**config.mk**
```make
export PLATFORM = sky130hd
export DESIGN_NAME = instr_fetch
export DESIGN_NICKNAME = d
export VERILOG_FILES = /design/src/rtl/instr_fetch.sv
export SDC_FILE = /design/constraint.sdc
export NUM_CORES = 1
export LEC_CHECK = 0
export ABC_AREA = 1
export CORE_ASPECT_RATIO = 0.9
export CORE_MARGIN = 10
export CORE_UTILIZATION = 54
export CTS_BUF_LIST = sky130_fd_sc_hd__clkbuf_8
export CTS_CLUSTER_DIAMETER = 120
export DETAILED_ROUTE_END_ITERATION = 10
export GPL_TIMING_DRIVEN = 0
export HOLD_SLACK_MARGIN = 0.03
export PLACE_DENSITY = 0.95
export SETUP_SLACK_MARGIN = 0.02
export SYNTH_ARGS = -nofsm -noshare
export SYNTH_HDL_FRONTEND = slang
export SYNTH_SLANG_ARGS = --single-unit
```
**constraint.sdc**
```tcl
create_clock -name clock -period 6.4 [get_ports clock]
set_clock_uncertainty 0.1 [all_clocks]
set_input_delay 1.28 -clock clock [delete_from_list [all_inputs] [get_ports clock]]
set_output_delay 1.28 -clock clock [all_outputs]
set_load 0.01 [all_outputs]
```
**src/rtl/instr_fetch.sv**
```systemverilog
// -----------------------------------------------------------------------------
// instr_fetch
//
// Instruction fetch unit. Owns the program counter, reads instruction words
// from instruction memory over a req/ack handshake and presents the fetched
// word plus its PC+4 to the IF/ID pipeline register through a one-entry
// buffer. A bubble (NOP, PC 0, valid 0) is shown whenever the buffer is empty.
//
// Ports
//   clock        in   system clock, all state updates on the rising edge
//   reset        in   synchronous active-high reset
//   IF_ID_Write  in   1 = IF/ID holds this cycle, 0 = IF/ID latches
//   PC_Src       in   redirect request (taken branch / jump)
//   PC_Target    in   redirect address (word aligned)
//   imem_req     out  instruction memory read request
//   imem_addr    out  read address, held while a request is outstanding
//   imem_ack     in   read data valid this cycle (zero-wait allowed)
//   imem_rdata   in   instruction word, sampled on an acked edge
//   IF_INSTR     out  buffered instruction, or NOP when IF_Valid=0
//   IF_PC        out  fetch address + 4 of IF_INSTR, 0 when IF_Valid=0
//   IF_Valid     out  buffer holds a real instruction
// -----------------------------------------------------------------------------
module instr_fetch #(
   parameter logic [31:0] RESET_PC = 32'h0000_0000,
   parameter logic [31:0] NOP      = 32'h0000_0000
) (
   input  logic        clock,
   input  logic        reset,
   input  logic        IF_ID_Write,
   input  logic        PC_Src,
   input  logic [31:0] PC_Target,
   output logic        imem_req,
   output logic [31:0] imem_addr,
   input  logic        imem_ack,
   input  logic [31:0] imem_rdata,
   output logic [31:0] IF_INSTR,
   output logic [31:0] IF_PC,
   output logic        IF_Valid
);

   typedef enum logic {FETCH, DROP} state_t;

   state_t      state_q, state_d;
   logic [31:0] pc_q, pc_d;
   logic [31:0] buf_instr_q, buf_instr_d;
   logic [31:0] buf_pc4_q, buf_pc4_d;
   logic [31:0] drop_addr_q, drop_addr_d;
   logic        buf_valid_q, buf_valid_d;
   logic        pending_q, pending_d;

   logic        consume;
   logic        ack;

   // Handshake: a request outstanding to memory is held (address and req)
   // until acked, independent of stall. Reset masks req so that a stale ack
   // arriving after reset is never accepted.
   always_comb begin
      consume   = buf_valid_q & ~IF_ID_Write;
      imem_req  = ~reset & (pending_q |
                  ((state_q == FETCH) & (~buf_valid_q | consume)));
      imem_addr = (state_q == DROP) ? drop_addr_q : pc_q;
      ack       = imem_req & imem_ack;
   end

   // Next-state: redirect beats stall and ack.
   always_comb begin
      state_d     = state_q;
      pc_d        = pc_q;
      buf_instr_d = buf_instr_q;
      buf_pc4_d   = buf_pc4_q;
      buf_valid_d = buf_valid_q;
      drop_addr_d = drop_addr_q;
      pending_d   = pending_q;

      if (PC_Src) begin
         buf_valid_d = 1'b0;
         pc_d        = PC_Target;
         if ((state_q == FETCH) && imem_req && !imem_ack) begin
            // Request in flight to the old path: keep it alive until memory
            // answers, then throw the data away.
            drop_addr_d = imem_addr;
            state_d     = DROP;
            pending_d   = 1'b1;
         end else if (ack) begin
            // Same-edge ack belongs to the old path and is discarded.
            pending_d = 1'b0;
            state_d   = FETCH;
         end
      end else if (state_q == DROP) begin
         if (ack) begin
            pending_d = 1'b0;
            state_d   = FETCH;
         end
      end else begin
         if (ack) begin
            // Refill covers the simultaneous consume + ack case with no bubble.
            buf_instr_d = imem_rdata;
            buf_pc4_d   = pc_q + 32'd4;
            buf_valid_d = 1'b1;
            pc_d        = pc_q + 32'd4;
            pending_d   = 1'b0;
         end else begin
            if (consume) begin
               buf_valid_d = 1'b0;
            end
            if (imem_req) begin
               pending_d = 1'b1;
            end
         end
      end
   end

   // Control state: reset applies here only.
   always_ff @(posedge clock) begin
      if (reset) begin
         state_q     <= FETCH;
         pc_q        <= RESET_PC;
         buf_valid_q <= 1'b0;
         pending_q   <= 1'b0;
      end else begin
         state_q     <= state_d;
         pc_q        <= pc_d;
         buf_valid_q <= buf_valid_d;
         pending_q   <= pending_d;
      end
   end

   // Data state: qualified by buf_valid_q / state_q, so no reset needed.
   always_ff @(posedge clock) begin
      buf_instr_q <= buf_instr_d;
      buf_pc4_q   <= buf_pc4_d;
      drop_addr_q <= drop_addr_d;
   end

   always_comb begin
      IF_Valid = buf_valid_q;
      IF_INSTR = buf_valid_q ? buf_instr_q : NOP;
      IF_PC    = buf_valid_q ? buf_pc4_q : 32'h0000_0000;
   end

endmodule

```
* Yosys cells after proc, flatten, opt, wreduce, memory -nomap -nowiden
Index checks and enable logic that the tools add are counted.
** Word-level totals
- Register bits :: 131
- Input port bits :: 69
- Output and inout bits :: 98
- Word-level logic and storage cells :: 51
** Operators by class
- Add/sub/neg operators :: 1
- Equal/unequal tests :: 2
- Muxes and demuxes :: 19
- Bitwise logic cells :: 11
- Reductions and logical operators :: 11
** Operators by type and width (count)
- 2-to-1 mux 32 bit :: 6
- adder 32 x 3 -> 32 bit, second input constant :: 1
- 2-to-1 mux 1 bit :: 13
- AND reduction 2 bit :: 3
- NOT 1 bit :: 5
- bitwise AND 1 bit :: 4
- nonzero test 2 bit :: 2
- nonzero test 4 bit :: 1
- != test 3 x 1 -> 1 bit, second input constant :: 1
- AND reduction 3 bit :: 1
- logical AND 1 bit :: 2
- != test 2 bit, second input constant :: 1
- bitwise OR 1 bit :: 2
- OR reduction 2 bit :: 1
- logical NOT 1 bit :: 1

* Logic depth before layout (Yosys ltp)
Gate-level depths: netlist (run 1).
- Word-level depth :: 10
- Depth in mapped cells :: 12
- Depth with buffers taken out :: 12

* Worst setup path before layout (run 1)
Ideal clock, no wire load.
- Path type :: input port to flip-flop
- Start point :: input port IF_ID_Write
- End point :: register drop_addr_q[0] (enable)
- Setup time :: 0.387 ns
- Data arrival time :: 2.589 ns
- Data required time :: 5.913 ns
- Slack :: 3.325 ns
- Stages :: 7
- Path buffers :: 0
- Path through :: nand2_1 > nand2_4 > a21oi_1 > nand2_1 > nor2_1 > nand2_1 > inv_1
** On the way
- Longest elaborated chain between the ends :: 9
** RTL lines
- start: declaration :: line 29 : input logic IF_ID_Write,
- NOT 1 bit :: line 58 : consume = buf_valid_q & ~IF_ID_Write;
- bitwise AND 1 bit :: line 58
- bitwise OR 1 bit :: line 60 : ((state_q == FETCH) & (~buf_valid_q | consume)));
- bitwise AND 1 bit :: line 60
- bitwise OR 1 bit :: line 59 : imem_req = ~reset & (pending_q |
- bitwise AND 1 bit :: line 59
- net imem_req :: line 32 : output logic imem_req,
- logical AND 1 bit (2 in series) :: line 78 : if ((state_q == FETCH) && imem_req && !imem_ack) begin
- AND reduction 2 bit (no source line)
- end signal: assignment :: line 132 : drop_addr_q <= drop_addr_d;
- end: declaration :: line 47 : logic [31:0] drop_addr_q, drop_addr_d;
The timed path passes the listed nets, and every way through them passes these cells.
A chain may end at the register's enable or synchronous reset.

* Final worst setup path (run 1)
- Start point :: register buf_valid_q, in the netlist IF_Valid
- End point :: output port IF_PC[23]
** On the way
- Longest elaborated chain between the ends :: 1
** RTL lines
- start: declaration :: line 48 : logic buf_valid_q, buf_valid_d;
- start signal: assignment :: line 123 : buf_valid_q <= buf_valid_d;
- 2-to-1 mux 32 bit :: line 138 : IF_PC = buf_valid_q ? buf_pc4_q : 32'h0000_0000;
- end: declaration :: line 37 : output logic [31:0] IF_PC,
No other way between the ends.

==> reports/qor.txt, run 1 <==
Largest buffer count on any clock path - 2
Slowest-stage cell, CP - sky130_fd_sc_hd__clkbuf_1
Clock transition at the register clock pins on the worst setup and hold paths after CTS - 0.08 ns
Count of fill cells added during filler insertion - 748
Least-Margin Pin Slew - 0.697 ns
Remaining Overflow, GRT - 0
Net count reported at finish - 992
Count of buffers added by post-CTS timing repair for setup - 0
Maximum number of pins on one net before global-route repair - 74
Number of diodes - 0
Number of synthesized flops with an enable pin - 96
H-tree depth - 4
Buffer type at the clock tree root - sky130_fd_sc_hd__clkbuf_8
Most frequent cell after synthesis - sky130_fd_sc_hd__nand2_1
Most prevalent standard cell on the critical path - sky130_fd_sc_hd__clkbuf_1
Worst-path maximum fanout - 10
Commonest cells post-synth - 265 x sky130_fd_sc_hd__nand2_1, 119 x sky130_fd_sc_hd__inv_1, 96 x sky130_fd_sc_hd__edfxtp_1
Latest clock arrival within the worst-skew pair - 0.45 ns
GRT Total Usage - 0.240
FFs w/ async S/R, synth - 0
Final Wtd Congestion - 0.933
Initial antenna violation count - 0
Wire length per cell - 18.3 microns
Cell breakdown of the critical path - clkbuf_1 -> clkbuf_1 -> nand2_1 -> inv_1 -> clkdlybuf4s50_1
Wire length of the first global-routing pass - 30400 microns
Most frequently used flop master after synthesis - sky130_fd_sc_hd__edfxtp_1
Number of pins exceeding their max-slew limit in the final report - 0
Clock tree sinks - 131
Multi-input gate area in the final layout - 2050 sq um
Port Buffers - 164
Boundary pin count - 167
Required time at the endpoint of the critical path - 5.02 ns
Post-route DRC violation count - 0
Count of max-cap constraint violations - 0
Crit path capture type - output pin
Worst-case setup slack after placement - 2.37 ns
Leakage component of the power - 3.55 nW
Synth unique cells - 29
Number of global-route vias before repair - 5772
Number of warnings issued by yosys - 0
Max VDD drop - 0.000159 V
Layout area overhead - 36.5%
Total wirelength of the detailed-routed design - 19900 microns
Worst hold path startpoint - pc_q[0]
Starting density of the core - 0.548
Minimum setup slack in the final design - 2.17 ns
Routed via count divided by cell count - 5.26
Result of the run - finished, final reports clean
Final HPWL from detailed placement - 14100 microns
Post-synthesis instance area - 6240 sq um
Worst endpoint data arrival time - 2.85 ns
Share of Yosys cell area claimed by the top area cell type - 0.462
Width of the die - 133 microns
Synthesis-stage register bit count - 131
Top cells by area in the synthesized netlist - sky130_fd_sc_hd__edfxtp_1 46%, sky130_fd_sc_hd__nand2_1 16%, sky130_fd_sc_hd__dfxtp_1 11%
Residual antenna-violating net count after detailed routing - 0
Share of the clock period used by the worst path after layout - 0.661
Average footprint of a synthesized cell - 8.45 sq um
Sequential fraction of the synthesis area - 0.574
First element of the critical path - IF_Valid
Type of the most critical hold path - flop to flop
Proportion of layout cells with a drive suffix above 1 - 0.0663
Cell type contributing the most total cell area after synthesis - sky130_fd_sc_hd__edfxtp_1
Row Count - 37
Number of hold violations in the final report - 0
Startpoint-to-endpoint class of the critical path - flop to output pin
Setup repair after global routing missed its margin - no
Height of the die - 122 microns
Die Outline Area - 16300 sq um
Final TNS setup - 0 ns
Vias post-DR - 5739
First-iteration detailed-routing DRC count - 596
Final number of setup-violating endpoints - 0
Gate Count Post-Synth - 738
Area taken by flip-flops and latches - 3580 sq um
Worst slew margin - 0.535
Number of detailed-route iterations in the first pass - 6
CP startpoint kind - flop
Maximum clock rate - 0.237 GHz
Clock tree from TritonCTS - done
Pwr dens - 228 nW/um^2
Launch instance of the worst register-to-register path - state_q
TritonCTS Buffers - 17
Hold buffer count at CTS - 0
Core Region - 11400 sq um
Final critical path time including I/O delays and setup - 4.23 ns
Syn nets - 808
Crit-path max cell delay - 0.57 ns
Gates resized, CTS repair - 0
==> where the power goes <==
part	internal [W]	switching [W]
sequential	0.000950	0.0000218
clock	0.000394	0.000345
combinational	0.000106	0.000122
total	0.00145	0.000489
==> state kept, by name (all words and copies together), names as in the netlist <==
| signal | count |
|---|---|
| buf_instr_q | 32 |
| pc_q | 32 |
| drop_addr_q | 32 |
| buf_pc4_q | 32 |
| pending_q | 1 |
| state_q | 1 |
| IF_Valid | 1 |
==> through the flow <==
stage / utilization / std cells / area [sq um] / hold WS (ns) / power, W
after floorplan: - / 738 / 6240 / 0.325 / 0.00108
after global placement: 0.709 / 1058 / 8080 / 0.346 / 0.00120
after detailed placement: 0.709 / 1058 / 8080 / 0.356 / 0.00121
after CTS: 0.745 / 1090 / 8490 / 0.391 / 0.00194
after global routing: 0.748 / 1091 / 8510 / 0.419 / 0.00200
final: 0.748 / 1091 / 8510 / 0.405 / 0.00194
==> critical path, delay by kind of cell, from the launching register on <==
| family | cells | cell delay, ns |
|---|---|---|
| simple gates | 1 | 0.21 |
| flops | 1 | 0.40 |
| buf+inv | 4 | 1.79 |
==> logic make-up (layout without fill, tap and decap cells) <==
| family | Yosys count | in the layout | synth area share |
|---|---|---|---|
| AOI/OAI and AO/OA | 71 | 71 | 0.0606 |
| xor gates and xnor gates | 14 | 14 | 0.0221 |
| adders and majority gates | 1 | 1 | 0.00200 |
| buffers and inverters | 150 | 347 | 0.0969 |
| DFF | 131 | 131 | 0.574 |
| and+or+nand+nor | 371 | 371 | 0.244 |
==> cell type report <==
class,count,share of cell area
clock buffers,18,0.0291
flip-flops and latches,131,0.421
multi-input cells,457,0.241
inverters,121,0.0542
well taps,156,0.0229
clock inverters,14,0.0191
repair buffers,165,0.196
plain buffers,29,0.0168
==> metal layers <==
metal	part of all wire	GRT usage	vias to the layer above
met4	0.019	0.0917	0
met1	0.37	0.274	2643
met5	0	0	-
met3	0.10	0.0700	42
li1	-	-	2679
met2	0.50	0.421	375
==> worst paths after layout <==
check                 endpoint  slack, ns  depth (start not counted)
setup / recovery     IF_PC[23]       2.17                          5
hold / removal    buf_pc4_q[0]       0.41                          0
setup reg to reg      pc_q[29]       4.09                         10
hold reg to reg   buf_pc4_q[0]       0.41                          0
==> layout by cell type (no fill, tap or decap), types with 18 or more instances in the layout <==
cell type / count
sky130_fd_sc_hd__inv_1: 119
sky130_fd_sc_hd__dfxtp_1: 35
sky130_fd_sc_hd__nand3_1: 29
sky130_fd_sc_hd__edfxtp_1: 96
sky130_fd_sc_hd__clkbuf_1: 19
sky130_fd_sc_hd__nor2_1: 56
sky130_fd_sc_hd__clkbuf_8: 18
sky130_fd_sc_hd__nand2_1: 265
sky130_fd_sc_hd__o21ai_0: 44
sky130_fd_sc_hd__clkdlybuf4s50_1: 164
Note: power is estimated with default switching activity, not from simulation.
==> run 2, diff against run 1 <==
--- a/config.mk
+++ b/config.mk
@@ -8,13 +8,13 @@
 export ABC_AREA = 1
 export CORE_ASPECT_RATIO = 0.9
 export CORE_MARGIN = 10
-export CORE_UTILIZATION = 54
+export CORE_UTILIZATION = 45
 export CTS_BUF_LIST = sky130_fd_sc_hd__clkbuf_8
 export CTS_CLUSTER_DIAMETER = 120
 export DETAILED_ROUTE_END_ITERATION = 10
 export GPL_TIMING_DRIVEN = 0
 export HOLD_SLACK_MARGIN = 0.03
-export PLACE_DENSITY = 0.95
+export PLACE_DENSITY = 0.87
 export SETUP_SLACK_MARGIN = 0.02
 export SYNTH_ARGS = -nofsm -noshare
 export SYNTH_HDL_FRONTEND = slang
==> constraint.sdc (replaced) <==
create_clock -name clock -period 3.5 [get_ports clock]
set_clock_uncertainty 0.1 [all_clocks]
set_input_delay 0.7 -clock clock [delete_from_list [all_inputs] [get_ports clock]]
set_output_delay 0.7 -clock clock [all_outputs]
set_load 0.01 [all_outputs]
==> run 2 against run 1 <==
Effect of this change: final area down 0.10%; routed wire length down 7.8%; flip-flop and latch count unchanged; cell count up 1.1%; clock power up 71%; via count down 5.7%; non-clock buffer count unchanged.
==> reports/qor.txt, run 2 (synthesized netlist as in run 1, its figures left out) <==
Worst slew margin - 0.545 (was 0.535)
First element of the critical path - state_q (was IF_Valid)
Multi-input gate area in the final layout - 2050 sq um (unchanged)
Startpoint-to-endpoint class of the critical path - flop to output pin (unchanged)
Crit path capture type - output pin (unchanged)
Routed via count divided by cell count - 4.91 (was 5.26)
Area taken by flip-flops and latches - 3580 sq um (unchanged)
Clock tree sinks - 131 (unchanged)
Number of detailed-route iterations in the first pass - 6 (unchanged)
Pwr dens - 405 nW/um^2 (was 228 nW/um^2)
Slowest-stage cell, CP - sky130_fd_sc_hd__clkdlybuf4s50_1 (was sky130_fd_sc_hd__clkbuf_1)
Proportion of layout cells with a drive suffix above 1 - 0.0684 (was 0.0663)
Final Wtd Congestion - 0.946 (was 0.933)
Post-layout total power - 0.00344 W (was 0.00194 W)
Core Region - 13500 sq um (was 11400 sq um)
Count of max-cap constraint violations - 0 (unchanged)
Setup repair after global routing missed its margin - no (unchanged)
Final number of setup-violating endpoints - 0 (unchanged)
Max VDD drop - 0.000382 V (was 0.000159 V)
Required time at the endpoint of the critical path - 2.70 ns (was 5.02 ns)
Post-route DRC violation count - 0 (unchanged)
Number of hold violations in the final report - 0 (unchanged)
Remaining Overflow, GRT - 0 (unchanged)
CP startpoint kind - flop (unchanged)
Layout area overhead - 36.3% (was 36.5%)
Boundary pin count - 167 (unchanged)
Wire length of the first global-routing pass - 28200 microns (was 30400 microns)
Number of pins exceeding their max-slew limit in the final report - 0 (unchanged)
Die Outline Area - 19000 sq um (was 16300 sq um)
Starting density of the core - 0.463 (was 0.548)
First-iteration detailed-routing DRC count - 463 (was 596)
Utilization after layout - 0.632 (was 0.748)
Net count reported at finish - 992 (unchanged)
Number of diodes - 0 (unchanged)
H-tree depth - 4 (unchanged)
Leakage component of the power - 3.54 nW (was 3.55 nW)
Width of the die - 144 microns (was 133 microns)
Commonest non-fill, non-tap cell in the layout - sky130_fd_sc_hd__nand2_1 (unchanged)
Initial antenna violation count - 1 (was 0)
Worst-case setup slack after placement - 0.229 ns (was 2.37 ns)
Result of the run - finished, final reports clean (unchanged)
Port Buffers - 164 (unchanged)
Type of the most critical hold path - flop to flop (unchanged)
Number of global-route vias before repair - 5254 (was 5772)
Clock tree from TritonCTS - done (unchanged)
Worst-path maximum fanout - 10 (unchanged)
Final HPWL from detailed placement - 14000 microns (was 14100 microns)
Vias post-DR - 5413 (was 5739)
Clock transition at the register clock pins on the worst setup and hold paths after CTS - 0.08 ns (about the same)
Wire length per cell - 16.7 microns (was 18.3 microns)
Total wirelength of the detailed-routed design - 18400 microns (was 19900 microns)
Minimum setup slack in the final design - 0.208 ns (was 2.17 ns)
Final TNS setup - 0 ns (unchanged)
Maximum number of pins on one net before global-route repair - 74 (unchanged)
Share of the clock period used by the worst path after layout - 0.941
Cell breakdown of the critical path - buf_6 -> clkbuf_1 -> clkbuf_2 -> nand2_1 -> o21ai_0 -> clkdlybuf4s50_1 (was clkbuf_1 -> clkbuf_1 -> nand2_1 -> inv_1 -> clkdlybuf4s50_1)
Largest buffer count on any clock path - 2 (unchanged)
GRT Total Usage - 0.193 (was 0.240)
Maximum clock rate - 0.304 GHz
Worst hold path startpoint - pc_q[0] (unchanged)
Launch instance of the worst register-to-register path - state_q (unchanged)
Residual antenna-violating net count after detailed routing - 0 (unchanged)
Height of the die - 132 microns (was 122 microns)
Final critical path time including I/O delays and setup - 3.29 ns
Row Count - 40 (was 37)
Count of fill cells added during filler insertion - 1134 (was 748)
Buffer type at the clock tree root - sky130_fd_sc_hd__clkbuf_8 (unchanged)
Latest clock arrival within the worst-skew pair - 0.46 ns (was 0.45 ns)
Crit-path max cell delay - 0.61 ns (was 0.57 ns)
Least-Margin Pin Slew - 0.682 ns (was 0.697 ns)
Worst endpoint data arrival time - 2.49 ns (was 2.85 ns)
Hold buffer count at CTS - 0 (unchanged)
TritonCTS Buffers - 17 (unchanged)
Top library cells by usage in the layout, fill and taps aside - 265 x sky130_fd_sc_hd__nand2_1, 164 x sky130_fd_sc_hd__clkdlybuf4s50_1, 119 x sky130_fd_sc_hd__inv_1 (unchanged)
run 2: area by class of cell:
class / count / share of cell area
flip-flops and latches: 131 / 0.421
multi-input cells: 457 / 0.241
repair buffers: 165 / 0.196
inverters: 121 / 0.0543
clock buffers: 18 / 0.0291
well taps: 168 / 0.0247
plain buffers: 29 / 0.0172
clock inverters: 14 / 0.0159
run 2: worst paths after layout:
check / endpoint / slack, ns / cells after the start
max reg2reg: buf_pc4_q[26] / 1.20 / 8
min reg2reg: buf_pc4_q[0] / 0.37 / 0
min: buf_pc4_q[0] / 0.37 / 0
max: imem_addr[26] / 0.21 / 6
run 2: layer usage:
layer | up-vias | track usage | wire [microns]
met5 | - | 0 | 11
met4 | 2 | 0.0556 | 281
met1 | 2481 | 0.237 | 7560
met3 | 30 | 0.0666 | 1810
met2 | 223 | 0.311 | 8730
li1 | 2677 | - | -
run 2: critical path: cells and delay by family (launching register included):
family / cells / cell delay (ns)
AOI/OAI and AO/OA: 1 / 0.12
buffers and inverters: 4 / 1.49
DFF: 1 / 0.33
and+or+nand+nor: 1 / 0.09
run 2: timing repair:
item | in CTS | in global routing
setup endpoints to repair | 5 | 1
setup buffers | 0 | 0
gates resized for setup | 2 | 2
run 2: power by group:
| part | switching, W | internal (W) | leakage [nW] |
|---|---|---|---|
| clock | 0.000617 | 0.000645 | 0.192 |
| sequential | 0.0000367 | 0.00174 | 1.17 |
| combinational | 0.000213 | 0.000194 | 2.18 |
run 2: per-stage QoR:
step / hold slack [ns] / instances / cell area (sq um)
finish: 0.369 / 1103 / 8510
global route: 0.398 / 1103 / 8510
CTS: 0.367 / 1102 / 8480
detailed placement: 0.347 / 1070 / 8090
global placement: 0.348 / 1070 / 8090
floorplan: 0.325 / 738 / 6240
